`config.mk`:
```
export PLATFORM = sky130hd
export DESIGN_NAME = move_scheduler_flat
export DESIGN_NICKNAME = d
export VERILOG_FILES = /design/src/rtl/move_sched_pkg.sv /design/src/rtl/move_scheduler_if.sv /design/src/rtl/tick_divider.sv /design/src/rtl/move_scheduler.sv /design/src/flat_wrapper.sv
export SDC_FILE = /design/constraint.sdc
export NUM_CORES = 1
export LEC_CHECK = 0
export CAP_MARGIN = 0
export CORE_MARGIN = 1
export CORE_UTILIZATION = 30
export CTS_BUF_LIST = sky130_fd_sc_hd__clkbuf_8
export DETAILED_ROUTE_END_ITERATION = 10
export HOLD_SLACK_MARGIN = 0.15
export SLEW_MARGIN = 20
export SYNTH_ARGS = -nofsm -noshare
export SYNTH_HDL_FRONTEND = slang
export SYNTH_SLANG_ARGS = --single-unit
```
`constraint.sdc`:
```
create_clock -name clk -period 5.63 [get_ports clk]
set_input_delay 0.563 -clock clk [delete_from_list [all_inputs] [get_ports clk]]
set_output_delay 0.563 -clock clk [all_outputs]
set_load 0.01 [all_outputs]
```
`src/rtl/move_sched_pkg.sv`:
```
// move_sched_pkg: shared constants for the movement scheduler.
// FSM states, direction codes, entity IDs, key priority helper.
package move_sched_pkg;

  localparam int unsigned TICK_DIV_DEF = 1666667;

  localparam logic [1:0] S_IDLE    = 2'd0;
  localparam logic [1:0] S_PLAYER  = 2'd1;
  localparam logic [1:0] S_MONSTER = 2'd2;

  localparam logic [1:0] DIR_HP = 2'd0;
  localparam logic [1:0] DIR_HM = 2'd1;
  localparam logic [1:0] DIR_VP = 2'd2;
  localparam logic [1:0] DIR_VM = 2'd3;

  localparam logic ID_CY  = 1'b0;
  localparam logic ID_MON = 1'b1;

  // Returns {move, dir}; A > D > W > S.
  function automatic logic [2:0] key_snap(
    input logic a,
    input logic d,
    input logic w,
    input logic s
  );
    logic [2:0] r;
    priority case (1'b1)
      a:       r = {1'b1, DIR_HP};
      d:       r = {1'b1, DIR_HM};
      w:       r = {1'b1, DIR_VP};
      s:       r = {1'b1, DIR_VM};
      default: r = {1'b0, DIR_HP};
    endcase
    return r;
  endfunction

endpackage

```
`src/rtl/move_scheduler_if.sv`:
```
// move_scheduler_if: update request handshake to the
// position datapath.
interface move_scheduler_if;
  logic       upd_valid;
  logic       upd_ready;
  logic       upd_id;
  logic [1:0] upd_dir;
  logic       upd_move;

  modport master (
    output upd_valid,
    output upd_id,
    output upd_dir,
    output upd_move,
    input  upd_ready
  );

  modport slave (
    input  upd_valid,
    input  upd_id,
    input  upd_dir,
    input  upd_move,
    output upd_ready
  );
endinterface

```
`src/rtl/tick_divider.sv`:
```
// tick_divider: free-running 0..TICK_DIV-1 counter with a
// registered one-cycle tick on wrap.
module tick_divider
  import move_sched_pkg::*;
#(
  parameter int unsigned TICK_DIV = TICK_DIV_DEF
) (
  input  logic clk,
  input  logic rst,
  output logic tick
);

  localparam logic [23:0] LAST = 24'(TICK_DIV - 1);

  logic [23:0] cnt;
  logic        wrap;

  assign wrap = (cnt == LAST);

  always_ff @(posedge clk) begin
    if (rst) begin
      cnt  <= '0;
      tick <= 1'b0;
    end else begin
      tick <= wrap;
      cnt  <= wrap ? '0 : cnt + 24'd1;
    end
  end

endmodule

```
`src/rtl/move_scheduler.sv`:
```
// move_scheduler: per-tick round that updates the player, then
// monster_1, with pause and overrun tracking.
module move_scheduler
  import move_sched_pkg::*;
#(
  parameter int unsigned TICK_DIV = TICK_DIV_DEF
) (
  input  logic                    clk,
  input  logic                    rst,
  input  logic                    A_signal,
  input  logic                    D_signal,
  input  logic                    W_signal,
  input  logic                    S_signal,
  input  logic                    SPACE_signal,
  move_scheduler_if.master        upd,
  output logic                    round_done,
  output logic                    paused,
  output logic                    overrun,
  output logic [7:0]              miss_cnt
);

  logic       tick;
  logic [1:0] state;
  logic       space_q;
  logic       accept;
  logic [2:0] snap;

  assign accept = upd.upd_valid & upd.upd_ready;
  assign snap   = key_snap(A_signal, D_signal,
                           W_signal, S_signal);

  tick_divider #(.TICK_DIV(TICK_DIV)) u_tick (
    .clk  (clk),
    .rst  (rst),
    .tick (tick)
  );

  always_ff @(posedge clk) begin
    if (rst) begin
      state         <= S_IDLE;
      upd.upd_valid <= 1'b0;
      upd.upd_id    <= ID_CY;
      upd.upd_dir   <= DIR_HP;
      upd.upd_move  <= 1'b0;
      round_done    <= 1'b0;
    end else begin
      round_done <= 1'b0;
      unique case (state)
        S_IDLE: begin
          if (tick && !paused) begin
            state         <= S_PLAYER;
            upd.upd_valid <= 1'b1;
            upd.upd_id    <= ID_CY;
            upd.upd_dir   <= snap[1:0];
            upd.upd_move  <= snap[2];
          end
        end
        S_PLAYER: begin
          if (accept) begin
            state        <= S_MONSTER;
            upd.upd_id   <= ID_MON;
            upd.upd_dir  <= DIR_HP;
            upd.upd_move <= 1'b1;
          end
        end
        S_MONSTER: begin
          if (accept) begin
            state         <= S_IDLE;
            upd.upd_valid <= 1'b0;
            upd.upd_id    <= ID_CY;
            upd.upd_dir   <= DIR_HP;
            upd.upd_move  <= 1'b0;
            round_done    <= 1'b1;
          end
        end
        default: begin
          state         <= S_IDLE;
          upd.upd_valid <= 1'b0;
          upd.upd_id    <= ID_CY;
          upd.upd_dir   <= DIR_HP;
          upd.upd_move  <= 1'b0;
        end
      endcase
    end
  end

  // paused is read pre-toggle by the IDLE branch above
  always_ff @(posedge clk) begin
    if (rst) begin
      space_q  <= 1'b0;
      paused   <= 1'b0;
      overrun  <= 1'b0;
      miss_cnt <= '0;
    end else begin
      space_q <= SPACE_signal;
      if (SPACE_signal && !space_q)
        paused <= ~paused;
      if (tick && state != S_IDLE) begin
        overrun <= 1'b1;
        if (miss_cnt != 8'hFF)
          miss_cnt <= miss_cnt + 8'd1;
      end
    end
  end

endmodule
```
`src/flat_wrapper.sv`:
```
// flat-port wrapper written by rule: the top's interface ports become plain ports
module move_scheduler_flat import move_sched_pkg::*;
#(
  parameter int unsigned TICK_DIV = TICK_DIV_DEF
)
  (clk, rst, A_signal, D_signal, W_signal, S_signal, SPACE_signal, round_done, paused, overrun, miss_cnt, upd_upd_valid, upd_upd_id, upd_upd_dir, upd_upd_move, upd_upd_ready);
  move_scheduler_if upd_i ();
  input  logic clk;
  input  logic rst;
  input  logic A_signal;
  input  logic D_signal;
  input  logic W_signal;
  input  logic S_signal;
  input  logic SPACE_signal;
  output logic round_done;
  output logic paused;
  output logic overrun;
  output logic [7:0] miss_cnt;
  output wire logic [$bits(upd_i.upd_valid)-1:0] upd_upd_valid;
  output wire logic [$bits(upd_i.upd_id)-1:0] upd_upd_id;
  output wire logic [$bits(upd_i.upd_dir)-1:0] upd_upd_dir;
  output wire logic [$bits(upd_i.upd_move)-1:0] upd_upd_move;
  input wire logic [$bits(upd_i.upd_ready)-1:0] upd_upd_ready;
  assign upd_upd_valid = upd_i.upd_valid;
  assign upd_upd_id = upd_i.upd_id;
  assign upd_upd_dir = upd_i.upd_dir;
  assign upd_upd_move = upd_i.upd_move;
  assign upd_i.upd_ready = upd_upd_ready;
  move_scheduler #(.TICK_DIV(TICK_DIV)) u_core (.clk(clk), .rst(rst), .A_signal(A_signal), .D_signal(D_signal), .W_signal(W_signal), .S_signal(S_signal), .SPACE_signal(SPACE_signal), .upd(upd_i), .round_done(round_done), .paused(paused), .overrun(overrun), .miss_cnt(miss_cnt));
endmodule
```
==> run metrics, run 1 <==
grt ovf=0; Slew Viols, Final=0; clk buf depth=2; post-DP HPWL=2720 um; number of synthesized register bits=between 40 and 50; Syn Inst Count=~220; CP max stage cell=or4_1; max-cap violations=0; Worst EP arrival=roughly 2300 ps; Port Buf Inserts=23; Synth Warn #=0; min Tclk post-route=between 2000 and 2500 ps; Reg clk slew, reported paths=80 ps; core box area=between 6000 and 7000 um^2; chip height=about 84 um; largest net degree at the start of global routing=25; Fill cells=about 670; CP Launch Type=flip-flop; row cnt=29; Worst Tran Pin Value=around 700 ps; chip width=83.6 um; vias in the first global route=around 1500; design area=2380 um^2; top cells by area, synth=dfxtp_1, nor2_1, xor2_1; Final Hold Vio Count=0; final number of setup-violating endpoints=0; vias after detailed routing=between 1500 and 2000; fmax=between 400 and 500 MHz; final wirelength=3890 um; wire per inst=about 12 um; Most used DFF post-synth=dfxtp_1; initial antenna violation count=0; vias per cell=roughly 5.0; static leakage=0.805 nW; layout cell share with drive strength beyond 1=0.0560; nets@finish=around 260; CTS Sinks=43; Ports=24; Clk Latency, worst-skew pair=slightly below 300 ps; Clock Skew=7.51 ps; Antenna Cells=0; register area share after synthesis=0.431; starting DRC count in detailed routing=between 50 and 60; Async S/R FF share, synth=0; Syn Area/Cell=8.91 um^2; synth-to-layout area growth=19.5%; Setup CP Type=flip-flop to flip-flop; WP data required=roughly 5900 ps; status=complete, no violations; period utilization=0.364; die area=6980 um^2; antenna viol nets, final=0; CTS tree=done; cells along the critical path=ha_1 -> and4_2 -> nand4_1 -> or4_1 -> a21oi_1; Post-synth EDFFs=0; pwr dens=approximately 230 nW/um^2; overall power=between 500 and 600 uW; crit path max fanout=9; worst vdd ir=0.127 mV; number of remaining DRC errors=0; area leader, netlist=dfxtp_1; post-synthesis net count=about 240; Crit path largest cell delay=roughly 570 ps; area fraction of the dominant cell type after synthesis=0.431; Synth cell types=44; starting density of the core=0.312; DR pass1 iterations=4; cts repair resizes=0; gr usage total=0.121; RSZ-0062 raised after global routing=no; Post-CTS Setup Inserts=0; Root Buffer Master=clkbuf_8; RD Place Congestion=between 0.7 and 0.8; Synth top cells by count=dfxtp_1, nor2_1, a21oi_1, nand2_1, xor2_1; first-pass GRT wire length=~6900 um; CTS buffer count=5; Post-DP Area=about 2300 um^2; cts hold-fix bufs=0; setup_tns=0 ps; CP endpoint kind=flip-flop; top-count cell post-synth=dfxtp_1; post-synthesis instance area=2000 um^2; Max H-tree Level=2; Hold Crit Class=flip-flop to flip-flop; Slew HR=0.530
-- critical path: cells and delay by family (launching register included) --
| kind | cells | cell delay [ps] |
|---|---|---|
| simple gates | 3 | 1220 |
| flops | 1 | 390 |
| fa+ha+maj | 1 | 220 |
| compound gates | 1 | 150 |
-- worst paths after layout --
path | start | to | slack (ps) | cells after the start
max reg2reg | u_core.u_tick.cnt[0] | u_core.u_tick.cnt[22] | 3580 | 5
max | u_core.u_tick.cnt[0] | u_core.u_tick.cnt[22] | 3580 | 5
min reg2reg | u_core.u_tick.cnt[0] | u_core.u_tick.cnt[0] | 480 | 1
min | u_core.u_tick.cnt[0] | u_core.u_tick.cnt[0] | 480 | 1
-- layout by cell type, fill, tap and decap left out, types with 2 or more instances in the layout --
cell type	netlist	layout
nand2_1	12	12
clkdlybuf4s50_1	0	23
dfxtp_1	43	43
nor2_1	34	34
nor4bb_1	2	2
nor2b_1	4	4
o21ai_0	7	7
o31ai_1	6	6
nor4_1	2	2
mux2i_1	4	4
nand4_1	6	6
and3_1	4	4
xor2_1	12	12
nor3_1	4	4
or4_1	7	7
clkbuf_8	0	5
xnor2_1	8	8
a21oi_1	12	12
and4_1	4	4
nand3_1	9	9
nor3b_1	2	2
ha_1	6	6
nand2b_1	3	3
o211ai_1	2	2
inv_1	7	8
-- flip-flops by register name, indices dropped and copies added, names as in the netlist --
name,count
u_core.space_q,1
u_core.state,2
u_core.overrun,1
u_core.u_tick.cnt,24
u_core.u_tick.tick,1
u_core.round_done,1
u_core.upd.upd_dir,2
u_core.miss_cnt,8
u_core.upd.upd_move,1
u_core.upd.upd_valid,1
u_core.paused,1
-- power breakdown --
| group | switching, mW | internal, mW |
|---|---|---|
| sequential | 0.00522 | 0.310 |
| combinational | 0.0221 | 0.0222 |
| clock | 0.104 | 0.0849 |
| total | 0.132 | 0.417 |
-- kinds of logic after synthesis --
family                     count (synthesis)  synth area share
and+or+nand+nor                          103             0.284
AOI/OAI and AO/OA                         34             0.105
xor gates and xnor gates                  20            0.0878
muxes                                      5            0.0257
DFF                                       43             0.431
adders and majority gates                  6            0.0376
buffers and inverters                     13            0.0282
-- cell type report --
type / count / area (um^2) / share of cell area
Multi-Input combinational cell: 168 / 1080 / 0.452
Sequential cell: 43 / 861 / 0.361
Timing Repair Buffer: 24 / 238 / 0.0997
Tap cell: 77 / 96.3 / 0.0404
Clock buffer: 5 / 68.8 / 0.0289
Inverter: 7 / 26.3 / 0.0110
Clock inverter: 3 / 16.3 / 0.00682
-- metrics by stage --
step | setup slack (ps) | instances | utilization | hold WS [ps]
floorplan | 3780 | 224 | - | 437
global route | 3320 | 327 | 0.373 | 513
global placement | 3360 | 319 | 0.360 | 455
CTS | 3570 | 327 | 0.373 | 483
detailed placement | 3320 | 319 | 0.360 | 468
finish | 3580 | 327 | 0.373 | 477
-- metal layers --
layer | GRT usage | vias up | share of wire
li1 | - | 853 | -
met1 | 0.170 | 746 | 0.51
met2 | 0.168 | 30 | 0.43
met3 | 0.0415 | 2 | 0.052
met4 | 0.0478 | 0 | 0.0075
met5 | 0 | - | 0
(Power assumes the default switching activity.)
==> run 2, diff against run 1 <==
- clock period: 5.63 -> 1.8 ns (I/O delays scaled with it)
==> run 2 against run 1 <==
  * Clock skew is 3.2 ps higher
  * Maximum frequency is 20% higher
  * Sequential share of layout area is 2.3 points lower
  * Cell count is 4.3% higher
  * Wire length is 1.6% higher
  * Total power grew to 3.7 times the previous value
  * Non-clock buffer count is 14 higher
  * Clock-buffer cell count stayed put
  * Final area is 7.9% higher
  * Critical path type unchanged
  * Global-route usage is 0.25 points lower
  * Combinational power grew to 3.5 times the previous value
  * First-iteration DRC count is 98% higher
==> run metrics, run 2 (same netlist as run 1, synthesis figures left out) <==
Critical R2R Launch=u_core.u_tick.cnt[0] (unchanged); switching share of power=0.205 (was 0.240); largest net degree at the start of global routing=14 (was 25); Comb pwr share=0.076 (was 0.081); final number of setup-violating endpoints=0 (unchanged); min Tclk post-route=1710 ps (was 2050 ps); worst vdd ir=0.440 mV (was 0.127 mV); most common cell after layout, fill and taps aside=dfxtp_1 (unchanged); Port Buf Inserts=23 (unchanged); Worst Hold End=u_core.u_tick.cnt[0] (unchanged); r2r endpoint=u_core.u_tick.cnt[22] (unchanged); Hold Crit Class=flip-flop to flip-flop (unchanged); Ports=24 (unchanged); crit path max fanout=8 (was 9); number of remaining DRC errors=0 (unchanged); CTS Sinks=43 (unchanged); most frequent cells in the layout=dfxtp_1, nor2_1, clkdlybuf4s50_1 (unchanged); chip width=83.6 um (unchanged); DR pass1 iterations=4 (unchanged); gr usage total=0.118 (was 0.121); post-DP HPWL=2960 um (was 2720 um); largest registers=u_core.u_tick.cnt (24), u_core.miss_cnt (8) (unchanged); net switching power of the design=414 uW (was 132 uW); fin cells=341 (was 327); Reg2Reg Setup Slack=90 ps (was 3580 ps); sequential share of power=0.491 (was 0.574); Max H-tree Level=2 (unchanged); starting density of the core=0.312 (unchanged); final wirelength=3950 um (was 3890 um); CP Launch Type=flip-flop (unchanged); vias after detailed routing=1674 (was 1631); Root Buffer Master=clkbuf_8 (unchanged); Final Hold Vio Count=0 (unchanged); Setup CP Type=flip-flop to flip-flop (unchanged); grt ovf=0 (unchanged); cts hold-fix bufs=0 (unchanged); P_int=1.60 mW (was 417 uW); Antenna Cells=0 (unchanged); starting DRC count in detailed routing=117 (was 59); static leakage=0.903 nW (was 0.805 nW); WP data required=2030 ps (was 5850 ps); Post-Place Cells=332 (was 319); layout cell share with drive strength beyond 1=0.140 (was 0.0560); Slew Viols, Final=0 (unchanged); period utilization=0.952 (was 0.364); vias per cell=4.91 (was 4.99); hold depth=1 (unchanged); Reg clk slew, reported paths=80 ps (about the same); row cnt=29 (unchanged); CTS tree=done (unchanged); first-pass GRT wire length=6800 um (was 6870 um); Crit path largest cell delay=540 ps (was 570 ps); Hold Crit Start=u_core.u_tick.cnt[0] (unchanged); antenna viol nets, final=0 (unchanged); fmax=584 MHz (was 488 MHz); chip height=83.6 um (unchanged); Biggest register=u_core.u_tick.cnt (unchanged); max FFs per register=24 (unchanged); vias in the first global route=1560 (was 1460); status=complete, no violations (unchanged); die area=6980 um^2 (unchanged); RD Place Congestion=0.772 (was 0.767); CP max stage cell=or4_1 (unchanged); nets@finish=277 (was 263); Clock Skew=10.7 ps (was 7.51 ps); clk buf depth=2 (unchanged); Worst Tran Pin Value=394 ps (was 703 ps); CTS buffer count=5 (unchanged); pwr dens=783 nW/um^2 (was 230 nW/um^2); max-cap violations=0 (unchanged); Worst EP arrival=1940 ps (was 2270 ps); synth-to-layout area growth=28.9% (was 19.5%); clock power share=0.433 (was 0.345); CP endpoint kind=flip-flop (unchanged); wire per inst=11.6 um (was 11.9 um); Clk Latency, worst-skew pair=290 ps (about the same); cells along the critical path=ha_4 -> and4_4 -> nand4_1 -> or4_1 -> a21oi_1 (was ha_1 -> and4_2 -> nand4_1 -> or4_1 -> a21oi_1); Slew HR=0.737 (was 0.530); setup_tns=0 ps (unchanged); R2R cell count=5 (unchanged); initial antenna violation count=0 (unchanged); core box area=6390 um^2 (unchanged)
[run 2: area by class of cell]
class	instances	area (um^2)
Sequential cell	43	870
Timing Repair Buffer	38	343
Inverter	7	26.3
Fill cell	662	3810
Clock buffer	5	68.8
Multi-Input combinational cell	168	1100
Clock inverter	3	63.8
Tap cell	77	96.3
[run 2: how the worst max path moves through the flow]
stage,to,cells past startpoint,startpoint
after floorplan,u_core.u_tick.cnt[22],5,u_core.u_tick.cnt[0]
after global placement,u_core.u_tick.cnt[22],5,u_core.u_tick.cnt[0]
after detailed placement,u_core.u_tick.cnt[22],5,u_core.u_tick.cnt[0]
after CTS,u_core.u_tick.cnt[23],4,u_core.u_tick.cnt[2]
after global routing,u_core.u_tick.cnt[22],5,u_core.u_tick.cnt[0]
final,u_core.u_tick.cnt[22],5,u_core.u_tick.cnt[0]
[run 2: repair_timing]
item                       4_1_cts  5_1_grt
pin swaps                        1        5
setup endpoints to repair        1       24
buffers inserted                 1        0
resized for setup                2        9
[run 2: power groups by stage]
stage / clock (mW) / combinational [mW] / sequential (mW)
final: 0.872 / 0.154 / 0.989
after global routing: 0.933 / 0.170 / 0.993
after detailed placement: 0 / 0.153 / 1.01
after global placement: 0 / 0.151 / 1.01
after floorplan: 0 / 0.0816 / 1.01
after CTS: 0.900 / 0.154 / 0.987
[run 2: stage by stage]
step | hold WS (ps) | worst slack, ps | util | area [um^2] | total power, mW
floorplan | 308 | 37.4 | - | 2000 | 1.09
global placement | 454 | 27.2 | 0.376 | 2400 | 1.16
detailed placement | 462 | -35.2 | 0.376 | 2400 | 1.16
CTS | 446 | 56.5 | 0.398 | 2540 | 2.04
global route | 473 | -5.16 | 0.403 | 2570 | 2.10
finish | 453 | 86.2 | 0.403 | 2570 | 2.01
[run 2: worst max-delay path: cells and delay by family, from the launching register on]
kind | cells | cell delay, ps
and+or+nand+nor | 3 | 1000
adders and majority gates | 1 | 140
AOI/OAI and AO/OA | 1 | 140
DFF | 1 | 380
[run 2: layer usage]
layer	routed length, um	GRT usage
met5	0	0
met4	46	0.0416
met3	133	0.0267
met2	1880	0.208
met1	1890	0.141
==> run 3, diff against run 2 <==
- clock period: 1.8 -> 1.4 ns (I/O delays scaled with it)
==> run 3 against run 2 <==
  * Sequential share of layout area down 6.5 points
  * Wire length up 28%
  * The flow now finishes with violations (negative setup slack)
  * Clock-buffer cell count up 1
  * Clock power up 16%
  * Largest cell class unchanged
  * Combinational power up 82%
  * Final area up 27%
  * Largest power group unchanged
  * Highest routed layer unchanged
  * Clock skew down 4.0 ps
==> run metrics, run 3 (same netlist as run 1, synthesis figures left out) <==
core box area=6390 um^2 (unchanged); Root Buffer Master=clkbuf_8 (unchanged); post-DP HPWL=3370 um (was 2960 um); Ports=24 (unchanged); row cnt=29 (unchanged); chip width=83.6 um (unchanged); Clk Latency, worst-skew pair=300 ps (was 290 ps); Fill cells=597 (was 662); RSZ-0062 raised after global routing=yes; met1 wire length=2240 um (was 1890 um); vias per cell=4.86 (was 4.91); grt ovf=0 (unchanged); Critical R2R Launch=u_core.u_tick.cnt[0] (unchanged); CP max stage cell=or4_4 (was or4_1); switching share of power=0.228 (was 0.205); Slew Viols, Final=0 (unchanged); initial antenna violation count=0 (unchanged); Reg clk slew, reported paths=80 ps (about the same); chip height=83.6 um (unchanged); Levels on crit path=6 (was 5); violated checks=negative setup slack; Worst Tran Pin Value=379 ps (was 394 ps); r2r endpoint=u_core.u_tick.cnt[16] (was u_core.u_tick.cnt[22]); Setup CP Type=flip-flop to flip-flop (unchanged); CP endpoint kind=flip-flop (unchanged); Worst EP arrival=1950 ps (was 1940 ps); starting DRC count in detailed routing=57 (was 117); cts hold-fix bufs=0 (unchanged); sequential share of power=0.495 (was 0.491); CTS Sinks=43 (unchanged); Comb pwr share=0.110 (was 0.076); final number of setup-violating endpoints=24 (was 0); Hold Crit Class=primary input to flip-flop (was flip-flop to flip-flop); design area=3270 um^2 (was 2570 um^2); largest net degree at the start of global routing=14 (unchanged); period utilization=1.22 (was 0.952); most common cell after layout, fill and taps aside=buf_4 (was dfxtp_1); CTS buffer count=5 (unchanged); die area=6980 um^2 (unchanged); final wirelength=5060 um (was 3950 um); cells along the critical path=ha_4 -> and4_4 -> nand4_1 -> buf_4 -> or4_4 -> a21oi_2 (was ha_4 -> and4_4 -> nand4_1 -> or4_1 -> a21oi_1); Port Buf Inserts=23 (unchanged); gr usage total=0.145 (was 0.118); Crit path max-delay family=simple AND/OR/NAND/NOR gates (unchanged); Max H-tree Level=2 (unchanged); nets@finish=336 (was 277); clock power share=0.395 (was 0.433); routed wl met2=2590 um (was 1880 um); first-pass GRT wire length=8260 um (was 6800 um); antenna viol nets, final=0 (unchanged); DR pass1 iterations=4 (unchanged); RD Place Congestion=0.792 (was 0.772); synth-to-layout area growth=63.9% (was 28.9%); Biggest register=u_core.u_tick.cnt (unchanged); vias after detailed routing=1942 (was 1674); met3 routed WL=161 um (was 133 um); CP Launch Type=flip-flop (unchanged); vias in the first global route=1829 (was 1560); Hold Slack=417 ps (was 453 ps); Buffers & Inverters on Critical Path=1 (was 0); number of remaining DRC errors=0 (unchanged); Worst Setup SP=u_core.u_tick.cnt[0] (unchanged); Final Hold Vio Count=0 (unchanged); Crit path largest cell delay=420 ps (was 540 ps); wire per inst=12.6 um (was 11.6 um); max FFs per register=24 (unchanged); layout cell share with drive strength beyond 1=0.458 (was 0.140); end of the critical path=u_core.u_tick.cnt[16] (was u_core.u_tick.cnt[22]); most frequent cells in the layout=buf_4, dfxtp_1, nor2_1 (was dfxtp_1, nor2_1, clkdlybuf4s50_1); net switching power of the design=585 uW (was 414 uW); Setup WS post-layout=-306 ps (was 86.2 ps); Clock Skew=6.75 ps (was 10.7 ps); Post-DP Area=2820 um^2 (was 2400 um^2); min Tclk post-route=1710 ps (about the same); fmax=586 MHz (was 584 MHz); hold depth=2 (was 1); Max Used Layer=met4 (unchanged); R2R cell count=6 (was 5); crit path max fanout=5 (was 8); starting density of the core=0.312 (unchanged); static leakage=1.29 nW (was 0.903 nW); WP data required=1640 ps (was 2030 ps); CTS tree=done (unchanged); Reg2Reg Setup Slack=-310 ps (was 90 ps); status=complete, but fails checks (was complete, no violations); P_int=1.98 mW (was 1.60 mW); dpl ws=-251 ps (was -35.2 ps); max-cap violations=0 (unchanged); worst vdd ir=0.474 mV (was 0.440 mV); Slew HR=0.744 (was 0.737); largest registers=u_core.u_tick.cnt (24), u_core.miss_cnt (8) (unchanged); pwr dens=783 nW/um^2 (about the same); Antenna Cells=0 (unchanged); clk buf depth=2 (unchanged)
## run 3: stage by stage
step	utilization	TNS (ps)	cells	total power [mW]
floorplan	-	-2620	224	1.42
global placement	0.441	-4170	378	1.52
detailed placement	0.441	-5020	378	1.53
CTS	0.483	-4220	397	2.57
global route	0.512	-7070	400	2.69
finish	0.512	-5250	400	2.56
## run 3: worst min path at each step
| stage | startpoint | to | slack [ps] |
|---|---|---|---|
| CTS | SPACE_signal | u_core.space_q | 410 |
| detailed placement | u_core.overrun | u_core.overrun | 470 |
| global route | SPACE_signal | u_core.space_q | 400 |
| finish | SPACE_signal | u_core.space_q | 420 |
| global placement | u_core.overrun | u_core.overrun | 460 |
| floorplan | SPACE_signal | u_core.space_q | 270 |
## run 3: timing repair
item,in CTS,in global routing
resized for setup,32,47
buffers inserted,11,3
setup endpoints to repair,37,34
pin swaps,14,23
gates cloned,0,1
endpoints found under the hold margin,0,0
## run 3: final cells by class
| class | instances | area, um^2 | area share |
|---|---|---|---|
| clock buffer | 6 | 82.6 | 0.0252 |
| clock inverter | 2 | 35.0 | 0.0107 |
| inverter | 7 | 31.3 | 0.00956 |
| timing repair buffer | 97 | 805 | 0.246 |
| multi-input combinational | 168 | 1330 | 0.406 |
| tap | 77 | 96.3 | 0.0294 |
| sequential | 43 | 895 | 0.273 |
## run 3: power groups by stage
stage	clock network (mW)	logic, mW	registers, mW
2_1_floorplan	0	0.122	1.30
3_3_place_gp	0	0.230	1.29
3_5_place_dp	0	0.232	1.30
4_1_cts	1.06	0.248	1.27
5_1_grt	1.11	0.309	1.27
6_report	1.01	0.281	1.27
## run 3: routing by layer
metal,vias to the layer above,track usage
li1,996,-
met1,907,0.177
met2,32,0.251
met3,7,0.0336
met4,0,0.0462
met5,-,0
## run 3: worst reg2reg max path, cell delays in order, from the launching register on
cell and delay (ps):
dfxtp_4 390, ha_4 130, and4_4 200, nand4_1 160, buf_4 210, or4_4 420
a21oi_2 140
